===== config.mk =====
export PLATFORM = sky130hd
export DESIGN_NAME = apb_reg_bridge
export DESIGN_NICKNAME = d
export VERILOG_FILES = /design/src/rtl/apb_reg_bridge.sv
export SDC_FILE = /design/constraint.sdc
export NUM_CORES = 1
export LEC_CHECK = 0
export ABC_AREA = 1
export CAP_MARGIN = 20
export CELL_PAD_IN_SITES_DETAIL_PLACEMENT = 0
export CELL_PAD_IN_SITES_GLOBAL_PLACEMENT = 2
export CORE_MARGIN = 2
export CORE_UTILIZATION = 23
export CTS_BUF_LIST = sky130_fd_sc_hd__clkbuf_4
export CTS_CLUSTER_SIZE = 25
export DETAILED_ROUTE_END_ITERATION = 10
export PLACE_DENSITY = 0.81
export SLEW_MARGIN = 20
export SYNTH_ARGS = -nofsm -noshare
export SYNTH_HDL_FRONTEND = slang
export SYNTH_SLANG_ARGS = --single-unit

===== constraint.sdc =====
create_clock -name i_clk -period 1.55 [get_ports i_clk]
set_clock_uncertainty 0.15 [all_clocks]
set_input_delay 0.2325 -clock i_clk [delete_from_list [all_inputs] [get_ports i_clk]]
set_output_delay 0.2325 -clock i_clk [all_outputs]
set_load 0.01 [all_outputs]

===== src/rtl/apb_reg_bridge.sv =====
// ---------------------------------------------------------------------------
// apb_reg_bridge
//
// APB3 slave front-end for the sample register block. It turns an APB
// setup/access handshake into held select/write/addr/wdata strobes toward the
// register block. It samples the block's combinational read data at the end of
// the access window and returns a one-cycle pready with prdata/pslverr.
//
// Illegal accesses are decoded here and never reach the register block.
// An access is illegal when it is unaligned, above MAX_ADDR, or a write at or
// above RO_BASE.
//
// Ports
//   i_clk          clock, rising edge
//   i_rst          synchronous reset, active-high
//   i_psel         APB select
//   i_penable      APB enable (access phase)
//   i_pwrite       APB direction, 1 = write
//   i_paddr        APB address
//   i_pwdata       APB write data
//   o_prdata       APB read data, valid with o_pready on a read
//   o_pready       APB completion, single-cycle pulse
//   o_pslverr      APB error, valid with o_pready
//   o_reg_select   register block select
//   o_reg_write    register block write strobe
//   o_reg_addr     register block address
//   o_reg_wdata    register block write data
//   i_reg_rdata    register block combinational read data
// ---------------------------------------------------------------------------
module apb_reg_bridge #(
  parameter int unsigned              ADDR_W      = 8,
  parameter int unsigned              DATA_W      = 8,
  parameter int unsigned              WAIT_CYCLES = 1,
  parameter int unsigned              ADDR_STRIDE = 8,
  parameter logic [ADDR_W-1:0]        MAX_ADDR    = 'h48,
  parameter logic [ADDR_W-1:0]        RO_BASE     = 'h40
) (
  input  logic              i_clk,
  input  logic              i_rst,
  input  logic              i_psel,
  input  logic              i_penable,
  input  logic              i_pwrite,
  input  logic [ADDR_W-1:0] i_paddr,
  input  logic [DATA_W-1:0] i_pwdata,
  output logic [DATA_W-1:0] o_prdata,
  output logic              o_pready,
  output logic              o_pslverr,
  output logic              o_reg_select,
  output logic              o_reg_write,
  output logic [ADDR_W-1:0] o_reg_addr,
  output logic [DATA_W-1:0] o_reg_wdata,
  input  logic [DATA_W-1:0] i_reg_rdata
);

  // state  | meaning
  // IDLE   | waiting for an APB setup phase (psel=1, penable=0)
  // ACCESS | strobes held toward the register block, wait counter running
  // RESP   | pready pulse with captured prdata / pslverr
  typedef enum logic [1:0] {
    S_IDLE   = 2'd0,
    S_ACCESS = 2'd1,
    S_RESP   = 2'd2
  } state_t;

  localparam logic [ADDR_W-1:0] STRIDE_V = ADDR_W'(ADDR_STRIDE);
  localparam logic [3:0]        WAIT_V   = 4'(WAIT_CYCLES);

  state_t            r_state;
  state_t            w_state_nxt;
  logic [3:0]        r_cnt;
  logic              r_write;
  logic              r_err;
  logic [ADDR_W-1:0] r_addr;
  logic [DATA_W-1:0] r_wdata;

  logic              w_setup;
  logic              w_abort;
  logic              w_done;
  logic              w_addr_err;

  logic              w_select_nxt;
  logic              w_write_nxt;
  logic              w_pready_nxt;
  logic              w_pslverr_nxt;
  logic [DATA_W-1:0] w_prdata_nxt;

  assign w_setup = (r_state == S_IDLE) && i_psel && !i_penable;

  // Dropping penable with psel still high is a protocol violation; it ends
  // the transfer exactly like deselecting.
  assign w_abort = (r_state == S_ACCESS) && !(i_psel && i_penable);
  assign w_done  = (r_state == S_ACCESS) && !w_abort && (r_cnt == 4'd0);

  assign w_addr_err = ((i_paddr % STRIDE_V) != '0) ||
                      (i_paddr > MAX_ADDR) ||
                      (i_pwrite && (i_paddr >= RO_BASE));

  // ------------------------------------------------------------------
  // State register and latched transfer context
  // ------------------------------------------------------------------
  always_ff @(posedge i_clk) begin
    if (i_rst) begin
      r_state <= S_IDLE;
      r_cnt   <= 4'd0;
      r_write <= 1'b0;
      r_err   <= 1'b0;
      r_addr  <= '0;
      r_wdata <= '0;
    end else begin
      r_state <= w_state_nxt;
      if (w_setup) begin
        r_addr  <= i_paddr;
        r_wdata <= i_pwdata;
        r_write <= i_pwrite;
        r_err   <= w_addr_err;
        r_cnt   <= WAIT_V;
      end else if ((r_state == S_ACCESS) && !w_abort && (r_cnt != 4'd0)) begin
        r_cnt <= r_cnt - 4'd1;
      end
    end
  end

  // ------------------------------------------------------------------
  // Next-state logic
  // ------------------------------------------------------------------
  always_comb begin
    w_state_nxt = r_state;
    case (r_state)
      S_IDLE: begin
        if (w_setup) begin
          w_state_nxt = S_ACCESS;
        end
      end
      S_ACCESS: begin
        if (w_abort) begin
          w_state_nxt = S_IDLE;
        end else if (r_cnt == 4'd0) begin
          w_state_nxt = S_RESP;
        end
      end
      S_RESP: begin
        w_state_nxt = S_IDLE;
      end
      default: begin
        w_state_nxt = S_IDLE;
      end
    endcase
  end

  // ------------------------------------------------------------------
  // Output logic: values the registered outputs take on the next edge.
  // Strobes are raised on the edge that enters ACCESS so they are valid for
  // every ACCESS cycle, and dropped on the edge that leaves it.
  // ------------------------------------------------------------------
  always_comb begin
    w_select_nxt  = 1'b0;
    w_write_nxt   = 1'b0;
    w_pready_nxt  = 1'b0;
    w_pslverr_nxt = 1'b0;
    w_prdata_nxt  = '0;
    case (r_state)
      S_IDLE: begin
        if (w_setup) begin
          w_select_nxt = !w_addr_err;
          w_write_nxt  = !w_addr_err && i_pwrite;
        end
      end
      S_ACCESS: begin
        if (w_done) begin
          w_pready_nxt  = 1'b1;
          w_pslverr_nxt = r_err;
          w_prdata_nxt  = (!r_write && !r_err) ? i_reg_rdata : '0;
        end else if (!w_abort) begin
          w_select_nxt = !r_err;
          w_write_nxt  = !r_err && r_write;
        end
      end
      default: begin
      end
    endcase
  end

  always_ff @(posedge i_clk) begin
    if (i_rst) begin
      o_reg_select <= 1'b0;
      o_reg_write  <= 1'b0;
      o_pready     <= 1'b0;
      o_pslverr    <= 1'b0;
      o_prdata     <= '0;
    end else begin
      o_reg_select <= w_select_nxt;
      o_reg_write  <= w_write_nxt;
      o_pready     <= w_pready_nxt;
      o_pslverr    <= w_pslverr_nxt;
      o_prdata     <= w_prdata_nxt;
    end
  end

  assign o_reg_addr  = r_addr;
  assign o_reg_wdata = r_wdata;

endmodule


==> results of run 1 <==
-- logic make-up (layout without fill, tap and decap cells) --
kind of cell,Yosys count,in the layout
AND/OR/NAND/NOR,86,86
flip-flops,36,36
buffers and inverters,25,94
AO/OA/AOI/OAI,24,24
adder cells (fa/ha/maj),1,1
XOR/XNOR,1,1
-- power by group through the flow --
stage / sequential [mW] / clock (mW) / combinational (mW)
global placement: 1.00 / 0 / 0.299
floorplan: 1.01 / 0 / 0.113
finish: 0.979 / 0.504 / 0.276
CTS: 0.980 / 0.542 / 0.279
global route: 0.985 / 0.571 / 0.308
detailed placement: 1.00 / 0 / 0.298
-- how the worst max path moves through the flow --
stage                               to  slack (ps)  cells after the start
6_report       o_reg_select$_SDFF_PP0_         140                      7
5_1_grt          r_cnt[1]$_SDFFE_PP0P_          20                      8
4_1_cts        o_reg_select$_SDFF_PP0_          40                      7
3_5_place_dp   o_reg_select$_SDFF_PP0_        -160                      8
3_3_place_gp    o_reg_write$_SDFF_PP0_        -170                      8
2_1_floorplan    r_cnt[1]$_SDFFE_PP0P_         260                      8
-- routing by layer --
metal / vias up / wire [um] / share of wire (%) / track usage, %
met1: 532 / 1390 / 45 / 12.2
met2: 35 / 1410 / 46 / 17.7
met4: 0 / 52 / 1.7 / 4.58
li1: 670 / - / - / -
met3: 4 / 244 / 7.9 / 4.44
met5: - / 0 / 0 / 0
-- metrics by stage --
| step | total power [mW] | setup TNS, ps | area [um2] |
|---|---|---|---|
| finish | 1.76 | 0 | 2100 |
| global route | 1.86 | 0 | 2100 |
| CTS | 1.80 | 0 | 2090 |
| detailed placement | 1.30 | -3300 | 2070 |
| global placement | 1.30 | -3270 | 2070 |
| floorplan | 1.13 | 0 | 1360 |
-- flip-flops by register name, indices dropped and copies added (netlist names) --
signal and count:
o_prdata 8, o_pready 1, o_pslverr 1, o_reg_addr 8
o_reg_select 1, o_reg_wdata 8, o_reg_write 1, r_cnt 4
r_err 1, r_state 2, r_write 1
-- area by class of cell --
class	instances	share of cell area, %
clock buffers	7	2.50
repair buffers	66	29.8
well taps	72	4.29
multi-input cells	112	24.9
flip-flops and latches	36	34.3
clock inverters	1	0.179
inverters	20	4.00
-- synth_stat cells, drive strengths merged, types with 4 or more instances --
cell type,count
nand2,24
nor2,55
buf,4
nand3,4
a21oi,8
o21ai,16
dfxtp,36
inv,19
-- timing repair --
action | CTS | global route
gates resized for setup | 28 | 2
pin swaps | 0 | 0
endpoints found under the setup margin | 28 | 4
endpoints found under the hold margin | 0 | 0
hold buffers | 0 | 0
-- worst max-delay path, cell delays in order (launching register included) --
cell and delay (ps):
sky130_fd_sc_hd__dfxtp_1 320, sky130_fd_sc_hd__inv_1 90, sky130_fd_sc_hd__ha_2 220, sky130_fd_sc_hd__nand2_1 150, sky130_fd_sc_hd__nand2_2 110, sky130_fd_sc_hd__inv_2 100
sky130_fd_sc_hd__nand2_1 50, sky130_fd_sc_hd__a21oi_1 140
-- layout by cell type, fill, tap and decap left out, drive strengths merged --
cell           instances
buf                   10
nor2                  55
inv                   19
nand2                 24
nor3                   1
clkdlybuf4s50         28
o21ai                 16
nand4                  1
dlygate4sd2           28
dfxtp                 36
nand3b                 1
clkbuf                 7
xor2                   1
a21oi                  8
nand3                  4
clkinv                 2
ha                     1
==> summary.txt, run 1 <==
Outcome
  – Result of the run: finished, final reports clean

CTS
  – Deepest clock path buffer count: 2
  – Clock tree from TritonCTS: yes
  – Total number of clock tree sinks: 36
  – Clock insertion delay at the later pin of the skew report: between 300 and 400 ps
  – Clock input transition at the sequential cells of the worst setup and hold paths: 100 ps
  – Number of clock buffers inserted by TritonCTS: 5
  – Cell at the root of the clock tree: sky130_fd_sc_hd__clkbuf_4
  – Setup Fix Bufs, Post-CTS: 0
  – H-tree levels: 2

STA
  – Minimum clock period after layout: approximately 1400 ps
  – Minimum setup slack in the final design: 142 ps
  – RSZ-0062 raised after global routing: false
  – Pins Over Slew Limit: 0
  – Final setup violation count: 0
  – Final hold violations: 0
  – Post-Route Hold Slack: around 270 ps
  – Worst relative slew slack: approximately 87%
  – FMAX: 710 MHz
  – Share of the cycle needed by the critical path after routing: between 90% and 100%
  – Worst slew pin tran: between 200 and 250 ps

Layout
  – Layout filler cell count: 630
  – Ant. Diodes: 0
  – Area used by sequential logic in the layout: about 720 um2
  – Fraction of final layout cells sized beyond drive strength 1: around an eighth
  – Core utilization of the finished layout: between 30% and 40%
  – Area of the multi-input gates: ~520 um2
  – Area growth from synthesis to final layout: 54.4%
  – Final std cells w/o fill: roughly 310
  – Count of nets after finishing: ~270

Die
  – Cell Rows: 27
  – DIE WIDTH: roughly 81 um
  – Die Y-Extent: ~80 um
  – Core Region: 5610 um2
  – Count of pins on the block boundary: between 50 and 60
  – Initial standard-cell utilization of the core: 24.2%
  – Overall die area: approximately 6500 um2

Detailed routing
  – Detailed Route WL: about 3100 um
  – Iteration-0 DRC Markers: 72
  – DRT antenna net count: 0
  – First-pass iteration count of the detailed router: 2
  – Number of vias after detailed routing: roughly 1200
  – Average wire per standard cell: about 10 um
  – Count of unresolved DRC violations after routing: 0
  – Per-cell via count in the routed design: between 3 and 4

Setup path
  – Endpoint type of the worst setup path: flip-flop
  – Critical path origin: r_cnt[0]$_SDFFE_PP0P_
  – Worst reg2reg path startpoint: r_cnt[0]$_SDFFE_PP0P_
  – RR Endpoint: o_reg_select$_SDFF_PP0_
  – Data required, critical path: around 1700 ps
  – Startpoint types: flip-flop
  – WP data arrival: ~1500 ps
  – R2R Setup Slk: 140 ps
  – WS Path Type: flip-flop to flip-flop
  – Critical path fanouts, max: 5
  – Number of cells on the worst reg-to-reg path: 7

Place
  – Detailed placement HPWL: 2380 um
  – Post-place setup slack: -160 ps
  – Final estimated routing congestion in global placement: about 0.75
  – Number of port buffers: 56
  – Post-placement cell count: slightly above 300

Yosys
  – FFs w/ async S/R, synth: 0%
  – Syn Std Cell Area: between 1000 and 1500 um2
  – Cells taking the most area after synthesis: sky130_fd_sc_hd__dfxtp_1, sky130_fd_sc_hd__nor2_1, sky130_fd_sc_hd__nand2_1
  – Post-synthesis compound-gate area fraction: 8.84%
  – Sequential fraction of the synthesis area: between 50% and 60%
  – Post-synth top flop: sky130_fd_sc_hd__dfxtp_1
  – Simple-gate area share of the yosys netlist: 27.6%
  – Largest family of logic cells by synthesized area: simple AND/OR/NAND/NOR gates
  – Leading area contributor after synthesis: sky130_fd_sc_hd__dfxtp_1
  – Post-synthesis xor/xnor area fraction: 0.645%
  – EDFF count, synth: 0
  – Post-synth top area share: about 53%
  – Adder-cell area share of the yosys netlist: less than 1%
  – Count of mapped cells out of synthesis: roughly 170
  – Avg Inst Size Synth: roughly 7.9 um2
  – Ys Warns: 0
  – Number of different library cells in the post-synthesis netlist: 24
  – Net count after synthesis: between 200 and 250
  – Share of cell area taken by muxes after synthesis: 0%
  – Synthesis-stage register bit count: 36

Power and ir drop
  – Proportion of power drawn by combinational gates: between 15 and 20%
  – Peak supply drop: ~0.34 mV
  – Part of the power in the clock network: approximately 29%
  – Cell-internal power: roughly 1.3 mW
  – Switching power as a share of total power: between 20% and 30%
  – Seq pwr share: roughly 56%
  – Net switching power: around 0.43 mW
  – Pleak: 1.01 nW
  – P per Cell Area: around 840 nW/um2

Hold path
  – Worst min-delay path class: input port to flip-flop
  – Count of cells along the worst hold path: 3
  – Endpoint of the worst hold path: o_prdata[3]$_SDFF_PP0_
  – Min-delay src: i_reg_rdata[3]

Global route
  – Via count of the first global-routing pass: roughly 1200
  – Maximum number of pins on one net before global-route repair: 18
  – GRT Overall Usage: around 11%
  – Global-route wire length before repair: roughly 5400 um
  – Overflow left after global routing: 0
  – Initial antenna violation count: 0

Job
  – Number of max-cap violations: 0
(Power assumes the default switching activity.)
==> run 2: changes to the inputs <==
Settings changed: CORE_ASPECT_RATIO set to 1.5.
==> summary.txt, run 2 (synthesized netlist as in run 1, its figures left out) <==
Setup path
  – Slowest library cell on the worst path: sky130_fd_sc_hd__dfxtp_1
  – Critical path fanouts, max: 5
  – Critical path, cell by cell: inv_1 -> ha_1 -> nand2_1 -> nand2_1 -> inv_2 -> nand2_1 -> a21oi_1
  – Startpoint types: flip-flop
  – Kind of cell with the highest combined delay on the critical path: flip-flops
  – WS Path Type: flip-flop to flip-flop
  – Delay of the slowest critical-path stage: roughly 380 ps
  – Most numerous cell on the critical path: sky130_fd_sc_hd__nand2_1
  – Data required, critical path: approximately 1700 ps
  – Crit path buf inv count: 2
  – WP data arrival: approximately 1600 ps
  – Endpoint type of the worst setup path: flip-flop

STA
  – Minimum setup slack in the final design: approximately 110 ps
  – FMAX: ~690 MHz
  – Worst relative slew slack: between 80% and 90%
  – Final hold violations: 0
  – Final setup violation count: 0
  – Sum Neg Setup Slack: 0 ps
  – Pins Over Slew Limit: 0
  – Minimum clock period after layout: 1440 ps
  – Worst slew pin tran: 224 ps
  – Share of the cycle needed by the critical path after routing: 93.2%
  – RSZ-0062 raised after global routing: false

Power and ir drop
  – Switching power as a share of total power: roughly a quarter
  – Part of the power in the clock network: 28.5%
  – Proportion of power drawn by combinational gates: between 10% and 20%
  – Seq pwr share: 55.9%
  – Net switching power: about 0.45 mW
  – Pleak: roughly 1.0 nW
  – Peak supply drop: ~0.45 mV
  – P per Cell Area: around 840 nW/um2
  – Cell-internal power: between 1 and 1.5 mW

Die
  – Die Y-Extent: 98.1 um
  – Core Region: about 5700 um2
  – Overall die area: ~6600 um2
  – Initial standard-cell utilization of the core: 23.7%
  – Cell Rows: 34
  – DIE WIDTH: between 60 and 70 um
  – Count of pins on the block boundary: 57

Detailed routing
  – Average wire per standard cell: slightly above 10 um
  – Number of vias after detailed routing: around 1300
  – Per-cell via count in the routed design: 4.06
  – Detailed Route WL: around 3200 um
  – Iteration-0 DRC Markers: 40
  – First-pass iteration count of the detailed router: 3
  – Count of unresolved DRC violations after routing: 0
  – DRT antenna net count: 0

Layout
  – Most frequent cells in the layout: sky130_fd_sc_hd__nor2_1, sky130_fd_sc_hd__dfxtp_1, sky130_fd_sc_hd__clkdlybuf4s50_1, sky130_fd_sc_hd__dlygate4sd2_1, sky130_fd_sc_hd__nand2_1
  – Final std cells w/o fill: between 300 and 400
  – Fraction of final layout cells sized beyond drive strength 1: 12.3%
  – Ant. Diodes: 0
  – Layout filler cell count: ~660
  – Area growth from synthesis to final layout: 53.7%
  – Count of nets after finishing: between 200 and 300
  – Area of the multi-input gates: between 500 and 600 um2
  – Area used by sequential logic in the layout: ~700 um2
  – Final non-filler cell area: between 2000 and 2500 um2
  – Most common cell after layout, fill and taps aside: sky130_fd_sc_hd__nor2_1

CTS
  – Number of clock buffers inserted by TritonCTS: 5
  – H-tree levels: 2
  – Total number of clock tree sinks: 36
  – Cell at the root of the clock tree: sky130_fd_sc_hd__clkbuf_4
  – Post-CTS Hold Fix Bufs: 0
  – Setup Fix Bufs, Post-CTS: 0
  – Number of gates given a new drive strength after cts: 28
  – Deepest clock path buffer count: 2
  – Clock insertion delay at the later pin of the skew report: ~330 ps
  – Clock tree from TritonCTS: yes
  – Clock input transition at the sequential cells of the worst setup and hold paths: between 100 and 150 ps

Global route
  – Via count of the first global-routing pass: 1317
  – Initial antenna violation count: 0
  – GRT Overall Usage: 10.9%
  – Maximum number of pins on one net before global-route repair: 19
  – Overflow left after global routing: 0
  – Global-route wire length before repair: ~5500 um

Place
  – Post-placement cell count: approximately 300
  – Area of placed instances: just over 2000 um2
  – Post-place setup slack: -118 ps
  – Detailed placement HPWL: roughly 2500 um
  – Number of port buffers: 56
  – Final estimated routing congestion in global placement: approximately 0.73

Job
  – Number of max-cap violations: 0

Outcome
  – Result of the run: finished, final reports clean

Hold path
  – Worst min-delay path class: input port to flip-flop
==> run 2: cell types whose count changed in the layout (fill, tap and decap cells not counted) <==
cell / before / now
sky130_fd_sc_hd__clkbuf_4: 7 / 6
sky130_fd_sc_hd__clkinvlp_4: 0 / 1
sky130_fd_sc_hd__buf_4: 8 / 10
sky130_fd_sc_hd__nand2_2: 1 / 0
sky130_fd_sc_hd__ha_2: 1 / 0
sky130_fd_sc_hd__ha_1: 0 / 1
sky130_fd_sc_hd__nand2_1: 22 / 23
sky130_fd_sc_hd__buf_12: 2 / 1
==> run 2: routing by layer <==
layer	GRT usage [%]	part of all wire [%]
met5	0	0
met4	5.49	2.3
met1	10.6	38
met3	3.46	6.7
met2	19.8	53
==> run 2: area by class of cell <==
type / count / area share [%]
sequential: 36 / 34.5
timing repair buffer: 67 / 29.7
multi-input combinational: 112 / 24.7
tap: 72 / 4.31
inverter: 20 / 4.01
clock buffer: 6 / 2.16
clock inverter: 2 / 0.539
==> run 2: worst min-delay path, cell delays in order <==
cell                              delay (ps)
sky130_fd_sc_hd__clkdlybuf4s50_1         390
sky130_fd_sc_hd__inv_1                    50
sky130_fd_sc_hd__nor2_1                   30
==> run 2: power groups by stage <==
stage,Clock [mW],Combinational (mW),Sequential (mW)
final,0.498,0.274,0.979
after global routing,0.574,0.309,0.986
after CTS,0.544,0.280,0.981
after detailed placement,0,0.299,1.00
after global placement,0,0.300,1.00
after floorplan,0,0.113,1.01
==> run 2: path summary, 6_finish.rpt <==
| path | depth (start not counted) | from | slack (ps) | end |
|---|---|---|---|---|
| worst max-delay path | 7 | r_cnt[1]$_SDFFE_PP0P_ | 110 | o_reg_select$_SDFF_PP0_ |
| worst min-delay path | 3 | i_reg_rdata[0] | 260 | o_prdata[0]$_SDFF_PP0_ |
| worst max register to register | 7 | r_cnt[1]$_SDFFE_PP0P_ | 110 | o_reg_select$_SDFF_PP0_ |
| worst min register to register | 2 | o_reg_addr[3]$_SDFFE_PP0P_ | 340 | o_reg_addr[3]$_SDFFE_PP0P_ |
==> run 2: metrics by stage <==
| step | hold WS (ps) | power [mW] | util (%) |
|---|---|---|---|
| after floorplan | 195 | 1.13 | - |
| after global placement | 313 | 1.30 | 36.0 |
| after detailed placement | 321 | 1.30 | 36.0 |
| after CTS | 236 | 1.80 | 36.4 |
| after global routing | 243 | 1.87 | 36.4 |
| final | 261 | 1.75 | 36.4 |
==> run 3: changes to the inputs <==
Settings changed: CAP_MARGIN 20 to not set.
==> results of run 3 <==
No change in the layout: final DEF, timing and power equal those of run 2.
